--- src/rtl/regex_cpu_split.sv ---
// Regex execution unit: runs one (pc, cc_id) thread through code memory until it dies, forks or accepts.
// Supports MATCH/NOT_MATCH/MATCH_ANY, full/partial ACCEPT, JMP, SPLIT and a jump-loop watchdog.
module regex_cpu_split #(
  parameter int unsigned PC_WIDTH          = 9,
  parameter int unsigned CC_ID_BITS        = 2,
  parameter int unsigned CHARACTER_WIDTH   = 8,
  parameter int unsigned MEMORY_WIDTH      = 16,
  parameter int unsigned MEMORY_ADDR_WIDTH = 11,
  parameter int unsigned LOOP_LIMIT        = 16
) (
  input  logic                                          clk,
  input  logic                                          rst,
  input  logic [(2**CC_ID_BITS)*CHARACTER_WIDTH-1:0]    current_characters,
  input  logic [(2**CC_ID_BITS)-1:0]                    end_of_string,
  input  logic                                          input_pc_valid,
  output logic                                          input_pc_ready,
  input  logic [PC_WIDTH-1:0]                           input_pc,
  input  logic [CC_ID_BITS-1:0]                         input_cc_id,
  output logic                                          memory_valid,
  input  logic                                          memory_ready,
  output logic [MEMORY_ADDR_WIDTH-1:0]                  memory_addr,
  input  logic [MEMORY_WIDTH-1:0]                       memory_data,
  output logic                                          output_pc_valid,
  input  logic                                          output_pc_ready,
  output logic [PC_WIDTH-1:0]                           output_pc,
  output logic [CC_ID_BITS-1:0]                         output_cc_id,
  output logic                                          accepts,
  output logic [CC_ID_BITS-1:0]                         accepts_cc_id,
  output logic                                          accepts_partial,
  output logic                                          error
);

  localparam int unsigned OPCODE_WIDTH = 3;
  localparam int unsigned CNT_WIDTH    = $clog2(LOOP_LIMIT + 1);

  typedef enum logic [OPCODE_WIDTH-1:0] {
    OP_ACCEPT         = 3'd0,
    OP_ACCEPT_PARTIAL = 3'd1,
    OP_MATCH          = 3'd2,
    OP_NOT_MATCH      = 3'd3,
    OP_MATCH_ANY      = 3'd4,
    OP_JMP            = 3'd5,
    OP_SPLIT          = 3'd6
  } opcode_e;

  typedef enum logic [2:0] {
    S_IDLE      = 3'd0,
    S_FETCH     = 3'd1,
    S_WAIT_DATA = 3'd2,
    S_EXEC      = 3'd3,
    S_OUTPUT    = 3'd4
  } state_e;

  state_e                     state;
  logic [PC_WIDTH-1:0]        pc;
  logic [CC_ID_BITS-1:0]      cc_id;
  logic [MEMORY_WIDTH-1:0]    instr;
  logic [CNT_WIDTH-1:0]       loop_count;

  logic [OPCODE_WIDTH-1:0]    opcode;
  logic [PC_WIDTH-1:0]        target;
  logic [CHARACTER_WIDTH-1:0] literal;
  logic [CHARACTER_WIDTH-1:0] char_c;
  logic                       eos;
  logic                       watchdog_hit;
  logic [PC_WIDTH-1:0]        pc_inc;
  logic [CC_ID_BITS-1:0]      cc_inc;
  logic                       unused_instr;

  assign opcode       = instr[MEMORY_WIDTH-1 -: OPCODE_WIDTH];
  assign target       = instr[PC_WIDTH-1:0];
  assign literal      = instr[CHARACTER_WIDTH-1:0];
  assign char_c       = current_characters[cc_id*CHARACTER_WIDTH +: CHARACTER_WIDTH];
  assign eos          = end_of_string[cc_id];
  assign watchdog_hit = (loop_count == CNT_WIDTH'(LOOP_LIMIT - 1));
  assign pc_inc       = pc + PC_WIDTH'(1);
  assign cc_inc       = cc_id + CC_ID_BITS'(1);
  assign unused_instr = ^instr;

  // Thread FSM; EXEC defaults to dropping the thread and returning to IDLE, opcodes override.
  always_ff @(posedge clk or negedge rst) begin
    if (!rst) begin
      state           <= S_IDLE;
      pc              <= '0;
      cc_id           <= '0;
      instr           <= '0;
      loop_count      <= '0;
      input_pc_ready  <= 1'b1;
      memory_valid    <= 1'b0;
      memory_addr     <= '0;
      output_pc_valid <= 1'b0;
      output_pc       <= '0;
      output_cc_id    <= '0;
      accepts         <= 1'b0;
      accepts_cc_id   <= '0;
      accepts_partial <= 1'b0;
      error           <= 1'b0;
    end else begin
      accepts <= 1'b0;
      error   <= 1'b0;
      case (state)
        S_IDLE: begin
          if (input_pc_valid && input_pc_ready) begin
            pc             <= input_pc;
            cc_id          <= input_cc_id;
            loop_count     <= '0;
            input_pc_ready <= 1'b0;
            memory_valid   <= 1'b1;
            memory_addr    <= MEMORY_ADDR_WIDTH'(input_pc);
            state          <= S_FETCH;
          end
        end
        S_FETCH: begin
          if (memory_ready) begin
            memory_valid <= 1'b0;
            state        <= S_WAIT_DATA;
          end
        end
        S_WAIT_DATA: begin
          instr <= memory_data;
          state <= S_EXEC;
        end
        S_EXEC: begin
          state          <= S_IDLE;
          input_pc_ready <= 1'b1;
          case (opcode)
            OP_ACCEPT: begin
              if (eos) begin
                accepts         <= 1'b1;
                accepts_partial <= 1'b0;
                accepts_cc_id   <= cc_id;
              end
            end
            OP_ACCEPT_PARTIAL: begin
              accepts         <= 1'b1;
              accepts_partial <= 1'b1;
              accepts_cc_id   <= cc_id;
            end
            OP_MATCH, OP_NOT_MATCH, OP_MATCH_ANY: begin
              if (!eos && ((opcode == OP_MATCH_ANY) ||
                           ((opcode == OP_MATCH) == (char_c == literal)))) begin
                output_pc_valid <= 1'b1;
                output_pc       <= pc_inc;
                output_cc_id    <= cc_inc;
                input_pc_ready  <= 1'b0;
                state           <= S_OUTPUT;
              end
            end
            OP_JMP: begin
              if (watchdog_hit) begin
                error <= 1'b1;
              end else begin
                pc             <= target;
                loop_count     <= loop_count + CNT_WIDTH'(1);
                memory_valid   <= 1'b1;
                memory_addr    <= MEMORY_ADDR_WIDTH'(target);
                input_pc_ready <= 1'b0;
                state          <= S_FETCH;
              end
            end
            OP_SPLIT: begin
              output_pc_valid <= 1'b1;
              output_pc       <= pc_inc;
              output_cc_id    <= cc_id;
              input_pc_ready  <= 1'b0;
              state           <= S_OUTPUT;
            end
            default: error <= 1'b1;
          endcase
        end
        S_OUTPUT: begin
          // A SPLIT continues at its jump target once the forked branch has been handed off.
          if (output_pc_ready) begin
            output_pc_valid <= 1'b0;
            if (opcode == OP_SPLIT && !watchdog_hit) begin
              pc           <= target;
              loop_count   <= loop_count + CNT_WIDTH'(1);
              memory_valid <= 1'b1;
              memory_addr  <= MEMORY_ADDR_WIDTH'(target);
              state        <= S_FETCH;
            end else begin
              error          <= (opcode == OP_SPLIT);
              input_pc_ready <= 1'b1;
              state          <= S_IDLE;
            end
          end
        end
        default: begin
          input_pc_ready <= 1'b1;
          state          <= S_IDLE;
        end
      endcase
    end
  end

endmodule

--- config.mk ---
export PLATFORM = sky130hd
export DESIGN_NAME = regex_cpu_split
export DESIGN_NICKNAME = d
export VERILOG_FILES = /design/src/rtl/regex_cpu_split.sv
export SDC_FILE = /design/constraint.sdc
export NUM_CORES = 1
export LEC_CHECK = 0
export ABC_AREA = 1
export BUFFER_PORTS_ARGS = -buffer_cell sky130_fd_sc_hd__clkbuf_2
export CAP_MARGIN = 20
export CORE_ASPECT_RATIO = 2
export CORE_MARGIN = 10
export CORE_UTILIZATION = 46
export CTS_CLUSTER_DIAMETER = 150
export DETAILED_ROUTE_END_ITERATION = 10
export PLACE_DENSITY = 0.86
export SLEW_MARGIN = 20
export SYNTH_ARGS = -nofsm -noshare
export SYNTH_HDL_FRONTEND = slang
export SYNTH_SLANG_ARGS = --single-unit
--- constraint.sdc ---
create_clock -name clk -period 1.81 [get_ports clk]
set_clock_uncertainty 0.05 [all_clocks]
set_input_delay 0.0905 -clock clk [delete_from_list [all_inputs] [get_ports clk]]
set_output_delay 0.0905 -clock clk [all_outputs]
set_load 0.01 [all_outputs]
==> impl_results.rst <==
.. list-table::
   :header-rows: 1

   * - Metric
     - Value
   * - Outcome
     - finished, violations left
   * - Failing checks
     - negative setup slack
   * - Die W
     - 76.85 um
   * - Leak
     - 2.270 nW
   * - Largest net degree at the start of global routing
     - 30
   * - Detailed placer's ending HPWL
     - 7.002 mm
   * - Level count of the clock H-tree
     - 2
   * - Minimum clock period after layout
     - 2.078 ns
   * - Timing-limited maximum frequency
     - 481.2 MHz
   * - Main combinational cell family by area after synthesis
     - simple AND/OR/NAND/NOR gates
   * - Core area
     - 0.006310 sq mm
   * - First-pass GRT wire length
     - 16.19 mm
   * - Initial core utilization
     - 47.11%
   * - Syn Inst Count
     - 386
   * - Unique cell type count in the Yosys netlist
     - 40
   * - Via density
     - 5.194
   * - Most frequent cells in the layout
     - sky130_fd_sc_hd__nand2_1, sky130_fd_sc_hd__clkbuf_2, sky130_fd_sc_hd__dfrtp_1
   * - Fraction of synthesized area in multiplexers
     - 1.473%
   * - Clock Tree Root
     - sky130_fd_sc_hd__clkbuf_16
   * - Clock latency reported for the late side of the worst-skew pair
     - 0.31 ns
   * - Post-synth EDFFs
     - 0
   * - Crit path max-delay family
     - simple AND/OR/NAND/NOR gates
   * - Clock-pin slew on the worst setup and hold paths
     - 0.07 ns
   * - Row Count
     - 41
   * - Avg WL per Cell
     - 17.00 um
   * - Finished Layout Cells
     - 612
   * - Global placer's final weighted congestion
     - 0.8744
   * - Max-slew headroom at the worst pin
     - 58.51%
   * - Aggregate global-route resource usage
     - 19.42%
   * - Final critical-path setup slack
     - -0.2683 ns
   * - I/O pin total
     - 98
   * - Number of nets in the final layout
     - 596
   * - Number of global-route vias before repair
     - 3,398
   * - VDD IR max
     - 1360 uV
   * - Startpoint of the worst hold path
     - memory_data[6]
   * - Share of final-layout standard cells stronger than drive strength 1
     - 44.68%
   * - Number of DRC markers in iteration 0
     - 300
   * - Synthesized cell area
     - 0.002973 sq mm
   * - Number of antenna violations at the first check in global routing
     - 0
   * - Worst reg2reg startpoint
     - loop_count[1]
   * - Crit path kind
     - flop to flop
   * - Most frequent standard cell in the layout excluding fill and tap cells
     - sky130_fd_sc_hd__nand2_1
   * - Die height
     - 133.7 um
   * - Critical Path RT
     - 1.96 ns
   * - Avg Inst Size Synth
     - 7.702 sq um
   * - Layout-stage area growth over the synthesis result
     - 45.83%
   * - Post-layout instance area
     - 0.004335 sq mm
   * - Most used flip-flop cell after synthesis
     - sky130_fd_sc_hd__dfrtp_1
   * - Async S/R FF share, synth
     - 100.0%
   * - Final hold violations
     - 0
   * - RSZ-0062 raised after global routing
     - yes
   * - Instance area at placement
     - 0.003706 sq mm
   * - Diode insertion count for antenna repair
     - 0
   * - WP buf/inv
     - 3
   * - Power density over cell area
     - 2000 mW/mm^2
   * - Antenna viol nets, final
     - 0
   * - DRC Markers
     - 0
   * - Buffers on Ports
     - 91
   * - Critical path endpoint category
     - flop
   * - Placement-stage worst setup slack
     - -0.2774 ns
   * - Clock Sinks
     - 50
   * - Critical Path Start Type
     - flop
   * - Number of placed instances, taps included
     - 581
   * - First-pass DRT Iterations
     - 5
   * - Worst Hold Slack
     - 0.002787 ns
   * - Synthesized-area fraction occupied by ao, oa, aoi and oai cells
     - 11.83%
   * - Cell with the biggest individual delay on the critical path
     - sky130_fd_sc_hd__dfrtp_1
   * - Yosys warns
     - 0
   * - GRT Residual Overflow
     - 0
   * - Final Cycle Share
     - 114.8%
   * - Via count
     - 3,179
   * - Number of buffers created by CTS
     - 5
   * - Maximum count of clock buffers along a single path
     - 2
   * - Final setup violating endpoints
     - 32
   * - Launching element of the worst setup path
     - loop_count[1]
   * - Clock tree from TritonCTS
     - built
   * - Final Max Tran Viols
     - 0
   * - Synth Area in XOR/XNOR
     - 2.357%
   * - Hold crit path type
     - input pin to flop
   * - WL final
     - 10.41 mm
   * - Highest fanout seen on the critical path
     - 3
   * - Post-Synth Adder-Cell Area
     - 1.263%
   * - Tightest Pin Transition
     - 0.6223 ns
   * - Flops & latches, synth
     - 50
   * - Max-cap violation count
     - 0
   * - Arrival time worst endpoint
     - 2.23 ns
   * - Biggest cell delay along the critical path
     - 0.40 ns
   * - Simple-gate area share of the yosys netlist
     - 31.31%
   * - Critical Path, Cell by Cell
     - ha_2 > inv_2 > nor3_4 > ha_2 > o21ai_2 > nand3_2 > nor2_2 > nand2_2 > inv_4 > buf_6 > nand3_2 > nand2_1 > nor2_1
   * - Layout filler cell count
     - 465
   * - Area of the die
     - 0.01027 sq mm
   * - Seq/Total Area, Yosys
     - 42.13%
==> per-stage QoR <==
step                setup TNS [ns]  utilization [%]  total power, W
floorplan                 -0.04006                -        0.004763
global placement            -1.658            58.73        0.006049
detailed placement          -4.207            58.73        0.006203
CTS                         -2.384            66.79        0.008182
global route                -7.920            68.71        0.009263
finish                      -4.865            68.71        0.008670
==> worst paths after layout <==
path                                  end  cells past startpoint  slack (ns)
hold reg to reg            input_pc_ready                      2        0.43
setup / recovery            loop_count[2]                     13       -0.27
min in group asynchronous  memory_addr[7]                      2        0.29
max in group asynchronous        cc_id[0]                      3        0.82
hold / removal                   instr[6]                      3       0.003
setup reg to reg            loop_count[2]                     13       -0.27
==> per-layer routing <==
layer / GRT usage, % / share of wire (%)
met5: 0 / 0
met4: 9.667 / 3.6
met3: 4.245 / 5.3
met2: 36.76 / 55
met1: 18.96 / 36
==> final cells by class <==
cell class	count	area, sq um	share of cell area [%]
Tap cell	86	107.6	2.482
Multi-Input combinational cell	281	1642	37.86
Timing Repair Buffer	146	998.5	23.03
Inverter	41	161.4	3.723
Sequential cell	50	1254	28.92
Clock inverter	3	47.55	1.097
Clock buffer	5	125.1	2.886
==> power by group <==
part / leakage (nW) / switching [W] / internal [W]
logic: 1.58 / 0.00305 / 0.00244
registers: 0.608 / 0.000430 / 0.00164
clock network: 0.0844 / 0.000451 / 0.000660
==> cell usage after synthesis (all sizes together) (2+ instances only) <==
library cell    n  share of area [%]
a21oi          13                2.2
xnor2           2               0.59
inv            41                5.2
nand2         120                 16
o21ai          29                6.1
or2             2               0.51
nand3          37                7.2
dfrtp          49                 41
o211ai          7                1.8
clkbuf          5               0.97
nor2           37                4.8
o31ai           2               0.50
buf            11                3.4
xor2            6                1.8
mux2            3                1.1
nor3            8                1.5
ha              3                1.3
o22ai           2               0.42
==> cells by family (layout without fill, tap and decap cells) <==
| logic type | after synthesis | count (layout) |
|---|---|---|
| adders and majority gates | 3 | 3 |
| and+or+nand+nor | 207 | 208 |
| AOI/OAI and AO/OA | 56 | 56 |
| other | 1 | 2 |
| buffers and inverters | 57 | 195 |
| DFF | 50 | 50 |
| muxes | 4 | 4 |
| xor gates and xnor gates | 8 | 8 |
==> state kept, by name, indices dropped and copies added, names as in the netlist, 2 cells and up <==
name / cells
accepts_cc_id: 2
cc_id: 2
instr: 12
loop_count: 5
memory_addr: 9
output_cc_id: 2
output_pc: 9
state: 3
==> worst min-delay path, cell delays in order <==
cell	delay [ns]
sky130_fd_sc_hd__clkbuf_2	0.08
sky130_fd_sc_hd__nor2_1	0.09
sky130_fd_sc_hd__a21oi_1	0.05
==> repair_timing <==
item / 4_1_cts / 5_1_grt
setup endpoints to repair: 28 / 32
gates resized for setup: 47 / 32
buffers inserted: 11 / 4
hold buffers: 7 / 0
pin swaps: 7 / 12
endpoints found under the hold margin: 26 / 0
cloned: 3 / 0
No activity file was read; power rests on OpenSTA's default activity.
